<file path="config.mk">
export PLATFORM = sky130hd
export DESIGN_NAME = vreg_read_seq_flat
export DESIGN_NICKNAME = d
export VERILOG_FILES = /design/src/rtl/vreg_read_seq_if.sv /design/src/rtl/vreg_read_seq.sv /design/src/flat_wrapper.sv
export SDC_FILE = /design/constraint.sdc
export NUM_CORES = 1
export LEC_CHECK = 0
export CAP_MARGIN = 15
export CORE_ASPECT_RATIO = 0.75
export CORE_MARGIN = 3
export CORE_UTILIZATION = 40
export DETAILED_ROUTE_END_ITERATION = 8
export HOLD_SLACK_MARGIN = 0.15
export PLACE_DENSITY = 0.69
export SLEW_MARGIN = 20
export SYNTH_ARGS = -nofsm -noshare
export SYNTH_HDL_FRONTEND = slang
export SYNTH_SLANG_ARGS = --single-unit
</file>
<file path="constraint.sdc">
create_clock -name clk -period 4.2 [get_ports clk]
set_clock_uncertainty 0.05 [all_clocks]
set_input_delay 0.42 -clock clk [delete_from_list [all_inputs] [get_ports clk]]
set_output_delay 0.42 -clock clk [all_outputs]
set_load 0.01 [all_outputs]
</file>
<file path="src/rtl/vreg_read_seq_if.sv">
// Request and element-stream handshake bundle for the vector register read sequencer.
// The sequencer sits on the slave side; the requester/consumer sits on the master side.
interface vreg_read_seq_if #(
    parameter int IW = 5,
    parameter int DW = 32
);
    logic          req_valid;
    logic          req_ready;
    logic [IW-1:0] req_base;
    logic [IW:0]   req_len;
    logic          out_valid;
    logic          out_ready;
    logic [DW-1:0] out_data;
    logic [IW-1:0] out_idx;
    logic          out_last;

    modport master (
        output req_valid, req_base, req_len, out_ready,
        input  req_ready, out_valid, out_data, out_idx, out_last
    );

    modport slave (
        input  req_valid, req_base, req_len, out_ready,
        output req_ready, out_valid, out_data, out_idx, out_last
    );
endinterface

</file>
<file path="src/rtl/vreg_read_seq.sv">
// Vector register read sequencer: walks consecutive registers through one
// combinational register file read port and streams them out element by element.
module vreg_read_seq #(
    parameter int NREG = 32,
    parameter int DW   = 32
) (
    input  logic                    clk,
    input  logic                    rst,
    vreg_read_seq_if.slave          bus,
    output logic [$clog2(NREG)-1:0] rf_read_reg,
    input  logic [DW-1:0]           rf_read_data,
    output logic                    busy,
    output logic                    done
);
    localparam int IW = $clog2(NREG);
    localparam int LW = IW + 1;
    localparam logic [LW-1:0] MAXLEN = LW'(NREG);

    localparam logic [1:0] IDLE  = 2'd0;
    localparam logic [1:0] ISSUE = 2'd1;
    localparam logic [1:0] DRAIN = 2'd2;

    logic [1:0]    state;
    logic [IW-1:0] cur_reg;
    logic [LW-1:0] remaining;
    logic [IW-1:0] elem;
    logic          out_valid;
    logic [DW-1:0] out_data;
    logic [IW-1:0] out_idx;
    logic          out_last;

    logic [LW-1:0] len_c;
    logic          load;

    assign len_c = (bus.req_len > MAXLEN) ? MAXLEN : bus.req_len;
    // Output slot is free when empty or its beat is leaving this cycle.
    assign load  = !out_valid || bus.out_ready;

    assign bus.req_ready = (state == IDLE);
    assign bus.out_valid = out_valid;
    assign bus.out_data  = out_data;
    assign bus.out_idx   = out_idx;
    assign bus.out_last  = out_last;
    assign rf_read_reg   = cur_reg;
    assign busy          = (state != IDLE);

    always_ff @(posedge clk or posedge rst) begin
        if (rst) begin
            state     <= IDLE;
            cur_reg   <= '0;
            remaining <= '0;
            elem      <= '0;
            out_valid <= 1'b0;
            out_data  <= '0;
            out_idx   <= '0;
            out_last  <= 1'b0;
            done      <= 1'b0;
        end else begin
            done <= 1'b0;
            unique case (state)
                IDLE: begin
                    if (bus.req_valid) begin
                        cur_reg   <= bus.req_base;
                        remaining <= len_c;
                        elem      <= '0;
                        if (len_c == '0) done  <= 1'b1;
                        else             state <= ISSUE;
                    end
                end
                ISSUE: begin
                    if (load) begin
                        out_data  <= rf_read_data;
                        out_idx   <= elem;
                        out_last  <= (remaining == LW'(1));
                        out_valid <= 1'b1;
                        cur_reg   <= cur_reg + 1'b1;
                        remaining <= remaining - 1'b1;
                        elem      <= elem + 1'b1;
                        if (remaining == LW'(1)) state <= DRAIN;
                    end
                end
                DRAIN: begin
                    if (bus.out_ready) begin
                        out_valid <= 1'b0;
                        done      <= 1'b1;
                        state     <= IDLE;
                    end
                end
                default: state <= IDLE;
            endcase
        end
    end
endmodule

</file>
<file path="src/flat_wrapper.sv">
// flat-port wrapper written by rule: the top's interface ports become plain ports
module vreg_read_seq_flat 
#(
    parameter int NREG = 32,
    parameter int DW   = 32
)
  (clk, rst, rf_read_reg, rf_read_data, busy, done, bus_req_valid, bus_req_base, bus_req_len, bus_out_ready, bus_req_ready, bus_out_valid, bus_out_data, bus_out_idx, bus_out_last);
  vreg_read_seq_if #(.DW(DW)) bus_i ();
  input  logic clk;
  input  logic rst;
  output logic [$clog2(NREG)-1:0] rf_read_reg;
  input  logic [DW-1:0] rf_read_data;
  output logic busy;
  output logic done;
  input wire logic [$bits(bus_i.req_valid)-1:0] bus_req_valid;
  input wire logic [$bits(bus_i.req_base)-1:0] bus_req_base;
  input wire logic [$bits(bus_i.req_len)-1:0] bus_req_len;
  input wire logic [$bits(bus_i.out_ready)-1:0] bus_out_ready;
  output wire logic [$bits(bus_i.req_ready)-1:0] bus_req_ready;
  output wire logic [$bits(bus_i.out_valid)-1:0] bus_out_valid;
  output wire logic [$bits(bus_i.out_data)-1:0] bus_out_data;
  output wire logic [$bits(bus_i.out_idx)-1:0] bus_out_idx;
  output wire logic [$bits(bus_i.out_last)-1:0] bus_out_last;
  assign bus_i.req_valid = bus_req_valid;
  assign bus_i.req_base = bus_req_base;
  assign bus_i.req_len = bus_req_len;
  assign bus_i.out_ready = bus_out_ready;
  assign bus_req_ready = bus_i.req_ready;
  assign bus_out_valid = bus_i.out_valid;
  assign bus_out_data = bus_i.out_data;
  assign bus_out_idx = bus_i.out_idx;
  assign bus_out_last = bus_i.out_last;
  vreg_read_seq #(.NREG(NREG), .DW(DW)) u_core (.clk(clk), .rst(rst), .bus(bus_i), .rf_read_reg(rf_read_reg), .rf_read_data(rf_read_data), .busy(busy), .done(done));
endmodule
</file>
-- Yosys cells after proc, flatten, opt, wreduce, memory -nomap -nowiden
Cells that the tools add are included.
W data, S select, Z words.
- register bits after elaboration: 58
- bits of input ports: 47
- output and inout bits: 47
- logic and storage cells: 55
- add/sub/neg operators: 3
- $lt $le $gt $ge: 1
- equality and inequality tests: 8
- multiplexer cells: 23
- reduce and logical (&&, ||, !) cells: 11
- operators with widths (operator ; count):
    $mux W5 ; 4
    $pmux W5 S2 ; 2
    $mux W6 ; 3
    $pmux W6 S2 ; 1
    $add A5 B1 Y5 const B ; 2
    $mux W2 ; 5
    $eq A6 B1 Y1 const B ; 1
    $gt A6 B6 Y1 const B ; 1
    $logic_not A6 Y1 ; 1
    $ne A2 B2 Y1 const B ; 3
    $pmux W2 S3 ; 1
    $reduce_and A3 Y1 ; 2
    $reduce_bool A2 Y1 ; 3
    $sub A6 B1 Y6 const B ; 1
    $mux W1 ; 5
    $reduce_and A5 Y1 ; 1
    $ne A2 B1 Y1 const B ; 2
    $pmux W1 S2 ; 2
    $eq A2 B1 Y1 const B ; 1
    $eq A2 B2 Y1 const B ; 1
    $logic_not A2 Y1 ; 1
    $reduce_and A2 Y1 ; 1
    $logic_not A1 Y1 ; 1
    $logic_or A1 B1 Y1 ; 1

-- Logic depth before layout (Yosys ltp)
Gate-level depths: netlist of run 1.
- depth in word-level cells: 6
- depth in mapped cells: 7
- gate-level depth less buffers: 5

-- Least setup slack after synthesis of run 1
No wires, ideal clock.
- path kind: register to register
- from: register u_core.out_valid (netlist: u_core.bus.out_valid)
- to: register u_core.remaining[2]
- library setup time: 0.124 ns
- arrival: 1.258 ns
- required time: 4.026 ns
- slack: 2.767 ns
- stages on the path, launching flop included: 6
- buffers on the path: 1
- clock period less this slack: 1.433 ns
- cells stage by stage: dfrtp_1 -> nor2b_2 -> a211o_1 -> buf_6 -> a211oi_2 -> a21oi_1
- longest elaborated chain between the ends: 4
- RTL lines (what ; RTL line ; source):
    start: declaration ; vreg_read_seq.sv:27 ; logic out_valid;
    start signal: assignment ; vreg_read_seq.sv:53 ; out_valid <= 1'b0;
    start signal: assignment ; vreg_read_seq.sv:75 ; out_valid <= 1'b1;
    start signal: assignment ; vreg_read_seq.sv:84 ; out_valid <= 1'b0;
    $logic_not A1 Y1 ; vreg_read_seq.sv:37 ; assign load = !out_valid || bus.out_ready;
    $logic_or A1 B1 Y1 ; vreg_read_seq.sv:37 ;
    $ne A2 B1 Y1 (no source line) ; -- ;
    $reduce_and A3 Y1 (no source line) ; -- ;
    end signal: assignment ; vreg_read_seq.sv:64 ; remaining <= len_c;
    end signal: assignment ; vreg_read_seq.sv:77 ; remaining <= remaining - 1'b1;
    end: declaration ; vreg_read_seq.sv:25 ; logic [LW-1:0] remaining;
Every way passes these cells.
A chain may end at the register's enable or synchronous reset.

-- Final worst setup path of run 1
- from: register u_core.state[0]
- to: output bus_req_ready
- longest elaborated chain between the ends: 1
- RTL lines (what ; RTL line ; source):
    start: declaration ; vreg_read_seq.sv:23 ; logic [1:0] state;
    start signal: assignment ; vreg_read_seq.sv:49 ; state <= IDLE;
    start signal: assignment ; vreg_read_seq.sv:67 ; else state <= ISSUE;
    start signal: assignment ; vreg_read_seq.sv:79 ; if (remaining == LW'(1)) state <= DRAIN;
    $logic_not A2 Y1 ; vreg_read_seq.sv:39 ; assign bus.req_ready = (state == IDLE);
    end: declaration ; flat_wrapper.sv:19 ; output wire logic [$bits(bus_i.req_ready)-1:0] bus_req_ready;
Every way passes these cells.

==> impl_metrics.ini, run 1 <==
[sta]
fin_crit_ns = 2.22
finalSetupViolations = 0
slew_headroom = 0.473
rsz0062_at_grt = no
whs_ns = 0.424
hold_viol = 0
setup_tns_ns = 0
slew_viol_final = 0
fin_crit_sh = 0.529
fmax_mhz = 450
worstMarginPinSlew_ns = 0.789
final.setup.worst_slack_ns = 1.98

[route]
vias = 2251
avgViaCountPerCell = 4.86
drt_iter0_drc = 139
drc = 0
post_drt_wl_per_cell_um = 13.6
finalWirelength_um = 6280
drt.antenna.violating_nets = 0
first_pass_iters = 4

[cts]
numCtsBuffers = 9
h-tree-depth = 3
cts_tree = done
clock_sinks = 58
clock_path_buffers = 2
cts-resized-gates = 0
clkTransAtPathRegs_ns = 0.06
clock_latency_ns = 0.33
clock_tree.root_cell = clkbuf_8
cts_hold_buffers = 0
post_cts_buffers = 0

[grt]
grt_usage = 0.177
antenna_found_initial = 0
grt_remaining_overflow = 0
grt_pass1_wl_um = 10400
grt_max_degree = 42
first_global_vias = 2205

[power_and_ir_drop]
power_density_nw_per_um2 = 683
p_int_mw = 1.60
switchingPower_mw = 0.942
power_leakage_nw = 1.76
ir_drop_uv = 346
clock_power_share = 0.192
power_mw = 2.54
seq_power_share = 0.372
swShare = 0.371
pwr-share-comb = 0.436

[setup_path]
cp.required_ns = 3.73
cp_slowest_cell = clkdlybuf4s50_1
startpoint_type = flop
slowest_delay_ns = 0.61
path_cells = nor2_1 -> clkdlybuf4s50_1
worstSetupPathType = reg2out
worstPathMaxFanout = 9
worst_setup_path_end_kind = primary output
crit_arrival_ns = 1.75

[cells_and_area]
mostFrequentLayoutCells = nand2_1 (126), clkdlybuf4s50_1 (93), dfrtp_1 (58), nor2_1 (13), a21oi_1 (12)
largest_register_ffs = 32
area.growth.synth_to_final_pct = 42.8
antenna_cells = 0
reg.largest.list = u_core.bus.out_data: 32 flops, u_core.remaining: 6 flops
drive_above_1_share = 0.0753
nNetsFinal = 431
top_register = u_core.bus.out_data
final_common_cell = nand2_1
nFillCells = 501

[yosys]
ys_warn_count = 0
syn_inst = 289
ys_async_sr_fraction = 1.00
synth_seq_area_share = 0.557
synth_edf_count = 0
yosysUniqueCellTypes = 40
syn_area_um2 = 2600
yosys_most_used_dff = dfrtp_1
synth_nets = 340
synth_area_per_cell_um2 = 9.01
ys_seq_elements = 58

[floorplanning]
die_h_um = 75.9
die-area_um2 = 7520
die_w_um = 99.2
core_um2 = 6070
ioPinCount = 94
fp-row-count = 24
start_util = 0.429

[run_status]
status = finished, final reports clean

[flow_run]
cap_violations = 0

[worst_hold_path]
hp-class = reg2reg

[placed_design]
place.gp.congestion = 0.854
dp_worst_setup_slack_ns = 1.88
port_buffers = 93
hpwl_um = 4420
==> power by group through the flow <==
stage                     Combinational [mW]  Clock [mW]  Sequential, mW
after floorplan                        0.600           0           0.990
after global placement                  1.09           0           0.946
after detailed placement                1.12           0           0.950
after CTS                               1.12       0.503           0.943
after global routing                    1.23       0.529           0.972
final                                   1.11       0.487           0.944
==> cell families after synthesis <==
logic type | synth area share
simple gates | 0.261
flops | 0.557
compound gates | 0.101
buf+inv | 0.0538
fa+ha+maj | 0.0192
xor+xnor | 0.00336
mux | 0.00384
==> synthesized netlist by cell type, types with 2 or more instances <==
cell      instances  area share
a31oi_1           3      0.0072
buf_2             7       0.013
nand3_1           5      0.0096
dfrtp_1          58        0.56
nor2_2            2      0.0048
nor2_1           13       0.019
o21ai_0           7       0.013
o22ai_1           3      0.0072
buf_4             3      0.0086
nor3_1            2      0.0038
buf_6             5       0.022
a21oi_1          12       0.023
a211oi_2          2      0.0096
ha_1              4       0.019
inv_1             7       0.010
nand2_1         126        0.18
o21ai_1           6       0.012
nand2b_1          2      0.0048
==> worst max-delay path, delay by kind of cell, from the launching register on <==
family                 cells  cell delay [ns]
buffers and inverters      1             0.61
DFF                        1             0.51
and+or+nand+nor            1             0.30
==> metrics by stage <==
stage / util / instance area (µm²) / std cells
global route: 0.613 / 3720 / 463
floorplan: - / 2600 / 289
detailed placement: 0.583 / 3530 / 447
CTS: 0.613 / 3720 / 463
global placement: 0.583 / 3530 / 447
finish: 0.613 / 3720 / 463
==> path summary, 6_finish.rpt <==
| path | startpoint | end | slack (ns) | depth (start not counted) |
|---|---|---|---|---|
| max | u_core.state[0]$_DFFE_PP0P_ | bus_req_ready | 1.98 | 2 |
| min | u_core.bus.out_idx[3]$_DFFE_PP0P_ | u_core.bus.out_idx[3]$_DFFE_PP0P_ | 0.42 | 2 |
| max reg2reg | u_core.state[0]$_DFFE_PP0P_ | u_core.elem[3]$_DFFE_PP0P_ | 1.99 | 4 |
| min reg2reg | u_core.bus.out_idx[3]$_DFFE_PP0P_ | u_core.bus.out_idx[3]$_DFFE_PP0P_ | 0.42 | 2 |
| max in group asynchronous | rst | u_core.elem[0]$_DFFE_PP0P_ | 2.82 | 3 |
| min in group asynchronous | rst | u_core.bus.out_data[27]$_DFFE_PP0P_ | 0.50 | 2 |
==> final cells by class <==
type | count | area [µm²] | share of cell area
Sequential cell | 58 | 1450 | 0.390
Tap cell | 78 | 97.6 | 0.0262
Timing Repair Buffer | 95 | 946 | 0.254
Multi-Input combinational cell | 209 | 1010 | 0.272
Clock buffer | 10 | 128 | 0.0343
Inverter | 7 | 26.3 | 0.00707
Clock inverter | 6 | 57.6 | 0.0155
==> metal layers <==
| metal | up-vias | GRT usage | wire length, µm |
|---|---|---|---|
| li1 | 1118 | - | - |
| met1 | 1046 | 0.241 | 3010 |
| met2 | 83 | 0.269 | 2710 |
| met3 | 4 | 0.0668 | 529 |
| met4 | 0 | 0.0470 | 31 |
| met5 | - | 0 | 0 |
No activity file was read; power rests on OpenSTA's default activity.
==> run 2: changes to the inputs <==
- PLACE_DENSITY: 0.69 -> 0.72
- clock period: 4.2 -> 2 ns (I/O delays scaled with it)
==> impl_metrics.ini, run 2 (synthesis gave the netlist of run 1 again) <==
[cells_and_area]
final_common_cell = nand2_1
top_register = u_core.bus.out_data
largest_register_ffs = 32
mostFrequentLayoutCells = nand2_1 (126), clkdlybuf4s50_1 (93), dfrtp_1 (58), nor2_1 (12), a21oi_1 (12)
nFillCells = 527
reg.largest.list = u_core.bus.out_data: 32 flops, u_core.remaining: 6 flops
antenna_cells = 0
nNetsFinal = 436
drive_above_1_share = 0.0874
final_area_um2 = 3820
area.growth.synth_to_final_pct = 46.7

[route]
drc = 0
wl_met1_um = 2850
drt_iter0_drc = 120
highest_layer = met4
route.met2.wl_um = 2650
avgViaCountPerCell = 4.82
post_drt_wl_per_cell_um = 13.0
finalWirelength_um = 6070
first_pass_iters = 4
drt.antenna.violating_nets = 0
met3_length_um = 530
vias = 2253

[setup_path]
crit_arrival_ns = 1.64
r2r-start = u_core.state[0]$_DFFE_PP0P_
worstSetupPathType = reg2out
worst_setup_path_end_kind = primary output
r2r_end = u_core.remaining[4]$_DFFE_PP0P_
crit_path_end = bus_req_ready
worstPathMaxFanout = 9
startpoint = u_core.state[0]$_DFFE_PP0P_
reg2reg_setup_slack_ns = 0.34
worstRegToRegCells = 4
startpoint_type = flop
cp.required_ns = 1.75

[placed_design]
place.gp.congestion = 0.801
hpwl_um = 4420
placed_area_um2 = 3600
port_buffers = 93

[sta]
slew_viol_final = 0
fmax_mhz = 528
fin_crit_ns = 1.89
hold_viol = 0
worstMarginPinSlew_ns = 0.453
rsz0062_at_grt = no
setup_tns_ns = 0
slew_headroom = 0.698
finalSetupViolations = 0
fin_crit_sh = 0.947

[floorplanning]
die-area_um2 = 7520
ioPinCount = 94
die_w_um = 99.2
fp-row-count = 24
start_util = 0.429
die_h_um = 75.9
core_um2 = 6070

[power_and_ir_drop]
power_density_nw_per_um2 = 1440
ir_drop_uv = 660
power_mw = 5.52
power_leakage_nw = 1.81

[grt]
grt_pass1_wl_um = 10200
antenna_found_initial = 0
first_global_vias = 2152
grt_usage = 0.173
grt_remaining_overflow = 0
grt_max_degree = 43

[flow_run]
cap_violations = 0

[cts]
clock_path_buffers = 2
post_cts_buffers = 0
clock_tree.root_cell = clkbuf_8
h-tree-depth = 3
cts_tree = done
clkTransAtPathRegs_ns = 0.07
clock_latency_ns = 0.33
clock_sinks = 58
numCtsBuffers = 9

[worst_hold_path]
hp-class = in2reg
min_from = rf_read_data[10]

[run_status]
status = finished, final reports clean
-- run 2: critical path, stage by stage (launching register included) --
cell and delay [ns]:
dfrtp_1 0.51, nor2_2 0.23, clkdlybuf4s50_1 0.57
-- run 2: per-layer routing --
layer | vias to the layer above | GRT usage
li1 | 1134 | -
met1 | 1033 | 0.234
met2 | 81 | 0.268
met3 | 5 | 0.0668
met4 | 0 | 0.0364
met5 | - | 0
-- run 2: cell type report --
cell class	instances	area, µm²	share of cell area
flip-flops and latches	58	1450	0.380
repair buffers	100	1020	0.268
multi-input cells	209	1010	0.266
clock buffers	9	124	0.0324
well taps	78	97.6	0.0255
clock inverters	6	82.6	0.0216
inverters	7	26.3	0.00688
-- run 2: power by group --
group | internal, mW | switching (mW) | total (mW)
sequential | 1.63 | 0.346 | 1.98
combinational | 1.24 | 1.17 | 2.41
clock | 0.687 | 0.444 | 1.13
total | 3.56 | 1.96 | 5.52
-- run 2: repair_timing --
item / CTS / global route
setup endpoints to repair: 0 / 2
hold endpoints to repair: 16 / 0
resized for setup: 0 / 1
hold buffers: 1 / 0
-- run 2: worst min-delay path by stage --
stage	to	slack (ns)	depth (start not counted)
2_1_floorplan	u_core.elem[2]$_DFFE_PP0P_	0.24	1
3_3_place_gp	u_core.bus.out_idx[3]$_DFFE_PP0P_	0.41	2
3_5_place_dp	u_core.bus.out_data[26]$_DFFE_PP0P_	0.41	2
4_1_cts	u_core.bus.out_data[10]$_DFFE_PP0P_	0.32	3
5_1_grt	u_core.bus.out_data[4]$_DFFE_PP0P_	0.33	3
6_report	u_core.bus.out_data[10]$_DFFE_PP0P_	0.34	3
-- run 2: metrics by stage --
step | cells | hold WS [ns] | util | setup slack [ns]
2_1_floorplan | 289 | 0.237 | - | 0.322
3_5_place_dp | 451 | 0.411 | 0.594 | 0.196
5_1_grt | 467 | 0.332 | 0.630 | 0.0404
6_report | 467 | 0.342 | 0.630 | 0.105
3_3_place_gp | 451 | 0.407 | 0.594 | 0.253
4_1_cts | 467 | 0.323 | 0.629 | 0.0265
==> run 3: changes to the inputs <==
- PLACE_DENSITY: 0.72 -> 0.69
- clock period: 2 -> 1.9 ns (I/O delays scaled with it)
==> impl_metrics.ini, run 3 (synthesis gave the netlist of run 1 again) <==
[sta]
worstMarginPinSlew_ns = 0.442
slew_viol_final = 0
hold_viol = 0
finalSetupViolations = 0
fmax_mhz = 551
final.setup.worst_slack_ns = 0.0837
setup_tns_ns = 0
slew_headroom = 0.705
rsz0062_at_grt = no
fin_crit_sh = 0.956
fin_crit_ns = 1.82

[route]
drt_iter0_drc = 101
first_pass_iters = 4
vias = 2300
post_drt_wl_per_cell_um = 13.4
finalWirelength_um = 6280
avgViaCountPerCell = 4.90
drc = 0
drt.antenna.violating_nets = 0

[worst_hold_path]
min_path_cells = 3
hp-class = in2reg
min_from = rf_read_data[27]
hold_end = u_core.bus.out_data[27]$_DFFE_PP0P_

[cells_and_area]
area.growth.synth_to_final_pct = 45.7
nFillCells = 534
drive_above_1_share = 0.0946
nNetsFinal = 437
final_area_um2 = 3790
top_register = u_core.bus.out_data
mostFrequentLayoutCells = nand2_1 (126), clkdlybuf4s50_1 (93), dfrtp_1 (57), nor2_1 (12), a21oi_1 (12)
antenna_cells = 0
largest_register_ffs = 32
final_common_cell = nand2_1
reg.largest.list = u_core.bus.out_data: 32 flops, u_core.remaining: 6 flops
fin_util = 0.626

[cts]
clock_sinks = 58
post_cts_buffers = 0
cts_tree = done
numCtsBuffers = 9
h-tree-depth = 3
clock_tree.root_cell = clkbuf_8
clock_path_buffers = 2
clkTransAtPathRegs_ns = 0.07
clock_latency_ns = 0.33

[grt]
grt_remaining_overflow = 0
grt_max_degree = 43
grt_usage = 0.171
grt_pass1_wl_um = 10200
first_global_vias = 2211
antenna_found_initial = 0

[floorplanning]
start_util = 0.429
die_h_um = 75.9
core_um2 = 6070
die-area_um2 = 7520
ioPinCount = 94
fp-row-count = 24
die_w_um = 99.2

[setup_path]
cpLargestDelayFamily = buffers and inverters
worstPathMaxFanout = 9
crit_arrival_ns = 1.58
startpoint_type = flop
worstRegToRegCells = 5
path_cells = nor2_4 -> clkdlybuf4s50_1
critical_path_buf_inv_count = 1
reg2reg_setup_slack_ns = 0.21
slowest_delay_ns = 0.55
r2r_end = u_core.bus.out_data[22]$_DFFE_PP0P_
r2r-start = u_core.state[1]$_DFFE_PP0P_
worstSetupPathType = reg2out
worst_setup_path_end_kind = primary output
cp.required_ns = 1.66
cp_slowest_cell = clkdlybuf4s50_1

[placed_design]
hpwl_um = 4530
dp_worst_setup_slack_ns = 0.132
place.gp.congestion = 0.786
placed_area_um2 = 3600
port_buffers = 93

[power_and_ir_drop]
power_leakage_nw = 1.79
power_density_nw_per_um2 = 1490
ir_drop_uv = 706
power_mw = 5.64

[flow_run]
cap_violations = 0

[run_status]
status = finished, final reports clean
run 3: final cells by class:
type | count | area, µm² | area share
repair buffers | 101 | 1020 | 0.268
flip-flops and latches | 58 | 1450 | 0.383
clock buffers | 10 | 138 | 0.0363
well taps | 78 | 97.6 | 0.0257
inverters | 7 | 26.3 | 0.00692
multi-input cells | 209 | 1020 | 0.269
clock inverters | 6 | 42.5 | 0.0112
run 3: power breakdown:
part / total, mW / internal [mW] / switching [mW]
clock network: 1.00 / 0.507 / 0.497
registers: 2.08 / 1.72 / 0.366
logic: 2.56 / 1.30 / 1.26
total: 5.64 / 3.52 / 2.12
run 3: timing repair:
item / in CTS / in global routing
endpoints found under the hold margin: 16 / 0
setup endpoints to repair: 2 / 2
hold buffers: 1 / 0
resized for setup: 1 / 2
gates cloned: 0 / 0
run 3: tightest hold or removal path, stage by stage:
cell,delay [ns]
clkdlybuf4s50_1,0.39
nand2_1,0.05
nand2_1,0.04
run 3: through the flow:
step,hold WS [ns],cells
5_1_grt,0.319,469
3_3_place_gp,0.407,452
4_1_cts,0.308,469
6_report,0.327,469
3_5_place_dp,0.412,452
2_1_floorplan,0.227,289
run 3: routing by layer:
metal	wire length, µm	part of all wire	up-vias	global-route usage
met5	0	0	-	0
met1	3030	0.48	1087	0.230
met4	23	0.0037	0	0.0379
li1	-	-	1135	-
met2	2770	0.44	73	0.270
met3	469	0.075	5	0.0631
run 3: how the worst max path moves through the flow:
stage | startpoint | endpoint | slack [ns] | depth (start not counted)
2_1_floorplan | rst | u_core.bus.out_data[0]$_DFFE_PP0P_ | 0.23 | 1
3_3_place_gp | bus_req_len[2] | u_core.done$_DFF_PP0_ | 0.17 | 5
3_5_place_dp | bus_out_ready | u_core.remaining[4]$_DFFE_PP0P_ | 0.13 | 5
4_1_cts | u_core.state[0]$_DFFE_PP0P_ | bus_req_ready | 0.005 | 2
5_1_grt | u_core.state[1]$_DFFE_PP0P_ | busy | 0.01 | 3
6_report | u_core.state[1]$_DFFE_PP0P_ | bus_req_ready | 0.08 | 2
==> RTL change, RTL diff (config.mk and constraints of run 1) <==
Make the reset (`rst`) synchronous in one clocked block.
--- a/src/rtl/vreg_read_seq.sv
+++ b/src/rtl/vreg_read_seq.sv
@@ -44,7 +44,7 @@
     assign rf_read_reg   = cur_reg;
     assign busy          = (state != IDLE);
 
-    always_ff @(posedge clk or posedge rst) begin
+    always_ff @(posedge clk) begin
         if (rst) begin
             state     <= IDLE;
             cur_reg   <= '0;
Check against the original RTL: differs if rst is asserted again (counterexample within 4 cycles, from zero or initial values and one cycle with rst high); with rst held inactive, the same outputs for 10 cycles.
==> RTL change against run 1 <==
Sequential cell count unchanged. Synthesized area is 1.2% higher. Worst hold slack worse by 0.0019 ns. Die area is 1.2% higher. Final area rose by 2.4%. Wire length grew 26%. Sequential share of layout area decreased by 8.5 points. Register-to-register slack hardly changed. Synthesized cell count is 10% higher. Worst setup slack got worse by 0.11 ns.
Power is not compared: it rests on default switching activity, and its combinational part moved more than twofold at a synthesized area within 25%.
==> RTL change: results (changes against run 1) <==
| Metric | Value |
|---|---|
| Regs by FF count | `u_core.bus.out_data (32), u_core.remaining (6)` |
| Routing usage on met1 | `30.5% (+6.3 points)` |
| Sequential fraction of the synthesis area | `44.0% (-12 points)` |
| Synth warnings | `0 (unchanged)` |
| Port Buf Inserts | `93 (unchanged)` |
| Status | `finished clean` |
| Worst path slowest cell | `clkdlybuf4s50_1` |
| Top delay family on crit path | `buffers and inverters` |
| Clock Latency Late Sink | `0.33 ns (about the same)` |
| First-pass GRT wire length | `12,600 um (+21%)` |
| Grt met3 use | `7.50% (+0.82 points)` |
| Pleak | `around 1.3 nW` |
| Hold depth | `2 (unchanged)` |
| Worst reg-to-reg path cell count | `4 (unchanged)` |
| Ant. Diodes | `0 (unchanged)` |
| CTS resizes | `0 (unchanged)` |
| Worst EP arrival | `1.86 ns (+0.11 ns)` |
| # fillers | `560 (+12%)` |
| CTS Buf Count | `9 (unchanged)` |
| Via count | `2,719 (+21%)` |
| Nets | `445 (+3.2%)` |
| GRT Overall Usage | `20.5% (+2.8 points)` |
| Distinct cell type count after synthesis | `44 (+10%)` |
| Htree depth | `3 (unchanged)` |
| Postcts setup bufs | `0 (unchanged)` |
| Clk buf depth | `2 (unchanged)` |
| Syn_nets | `369 (+8.5%)` |
| Max stage delay on crit path | `0.53 ns (-0.08 ns)` |
| Pin count of the biggest net entering global routing | `58 (+38%)` |
| Least-Margin Pin Slew | `1.06 ns (+0.267 ns)` |
| Final Slew Violations | `0 (unchanged)` |
| Max IR drop VDD | `~0.00021 V` |
| Routed WL per cell | `16.6 um (+23%)` |
| GP Congestion | `0.812 (-4.9%)` |
| Min-Delay Path Class | `reg2reg` |
| Number of detailed-route iterations in the first pass | `5 (+1)` |
| Final HPWL DP | `5050 um (+14%)` |
| DR DRC count | `0 (unchanged)` |
| Antenna violations before repair | `0 (unchanged)` |
| Share of layout cells above drive strength 1 | `6.52% (-1.0 points)` |
| Crit path max fanout | `19 (+10)` |
| Post-DP Area | `3550 um^2 (+0.50%)` |
| Root Driver | `clkbuf_8` |
| Initial DRC count | `195 (+40%)` |
| Clk slew on worst S/H paths | `0.06 ns (about the same)` |
| Hold-fix buffers, CTS | `0 (unchanged)` |
| Max_cap viols | `0 (unchanged)` |
| Commonest cells post-synth | `dfxtp_1, a21oi_1, nand3_1` |
| Vias in the first global route | `2,553 (+16%)` |
| Met2 usage | `28.0% (+1.1 points)` |
| Pre-CTS setup slack | `1.73 ns (-0.144 ns)` |
| Asr flop ratio synth | `0% (-100 points)` |
| Top post-synthesis cells by area | `dfxtp_1, a21oi_1, nand3_1, o21ai_0, clkbuf_1` |
==> RTL change: cell count changes after synthesis, moves of 9 or more <==
cell	before	now
nand2_1	126	6
dfrtp_1	58	0
dfxtp_1	0	58
a21oi_1	12	52
nand3_1	5	45
o21ai_0	7	38
clkbuf_1	0	25
nor2_1	13	2
nor2b_1	0	9
==> RTL change: cell type report <==
cell class	instances	area, um^2	share of cell area, %
Multi-Input combinational cell	220	1310	34.5
Sequential cell	58	1160	30.5
Timing Repair Buffer	97	976	25.6
Clock buffer	12	155	4.07
Tap cell	78	97.6	2.56
Clock inverter	4	73.8	1.94
Inverter	8	30.0	0.789
==> RTL change: worst register-to-register path: cells and delay by family, from the launching register on <==
| kind | cells | cell delay (ns) |
|---|---|---|
| and+or+nand+nor | 1 | 0.64 |
| DFF | 1 | 0.74 |
| AOI/OAI and AO/OA | 2 | 0.44 |
| buffers and inverters | 1 | 0.24 |
==> RTL change: stage by stage <==
step / cells / power, mW
after floorplan: 318 / 0.774
after global placement: 460 / 0.907
after detailed placement: 460 / 0.910
after CTS: 476 / 1.50
after global routing: 477 / 1.57
final: 477 / 1.49
==> RTL change: metal layers <==
layer / vias to the layer above / part of all wire (%)
met5: - / 0
met4: 0 / 1.2
met3: 10 / 9.2
met2: 125 / 43
met1: 1263 / 47
li1: 1321 / -
==> RTL change: logic make-up after synthesis <==
logic type	synth area share, %
DFF	44.0
AOI/OAI and AO/OA	27.8
buffers and inverters	6.50
muxes	0.759
and+or+nand+nor	19.0
adders and majority gates	1.90
==> RTL change: path summary, 6_finish.rpt <==
| path | startpoint | endpoint | slack (ns) |
|---|---|---|---|
| worst max-delay path | u_core.state[0] | bus_req_ready | 1.87 |
| worst min-delay path | u_core.bus.out_data[20] | u_core.bus.out_data[20] | 0.42 |
| worst max register to register | u_core.state[0] | u_core.remaining[0] | 1.99 |
| worst min register to register | u_core.bus.out_data[20] | u_core.bus.out_data[20] | 0.42 |
==> RTL change: power by group <==
part / total (mW) / internal [mW] / switching [mW]
clock network: 0.587 / 0.367 / 0.220
registers: 0.622 / 0.588 / 0.0346
logic: 0.284 / 0.148 / 0.136
total: 1.49 / 1.10 / 0.390
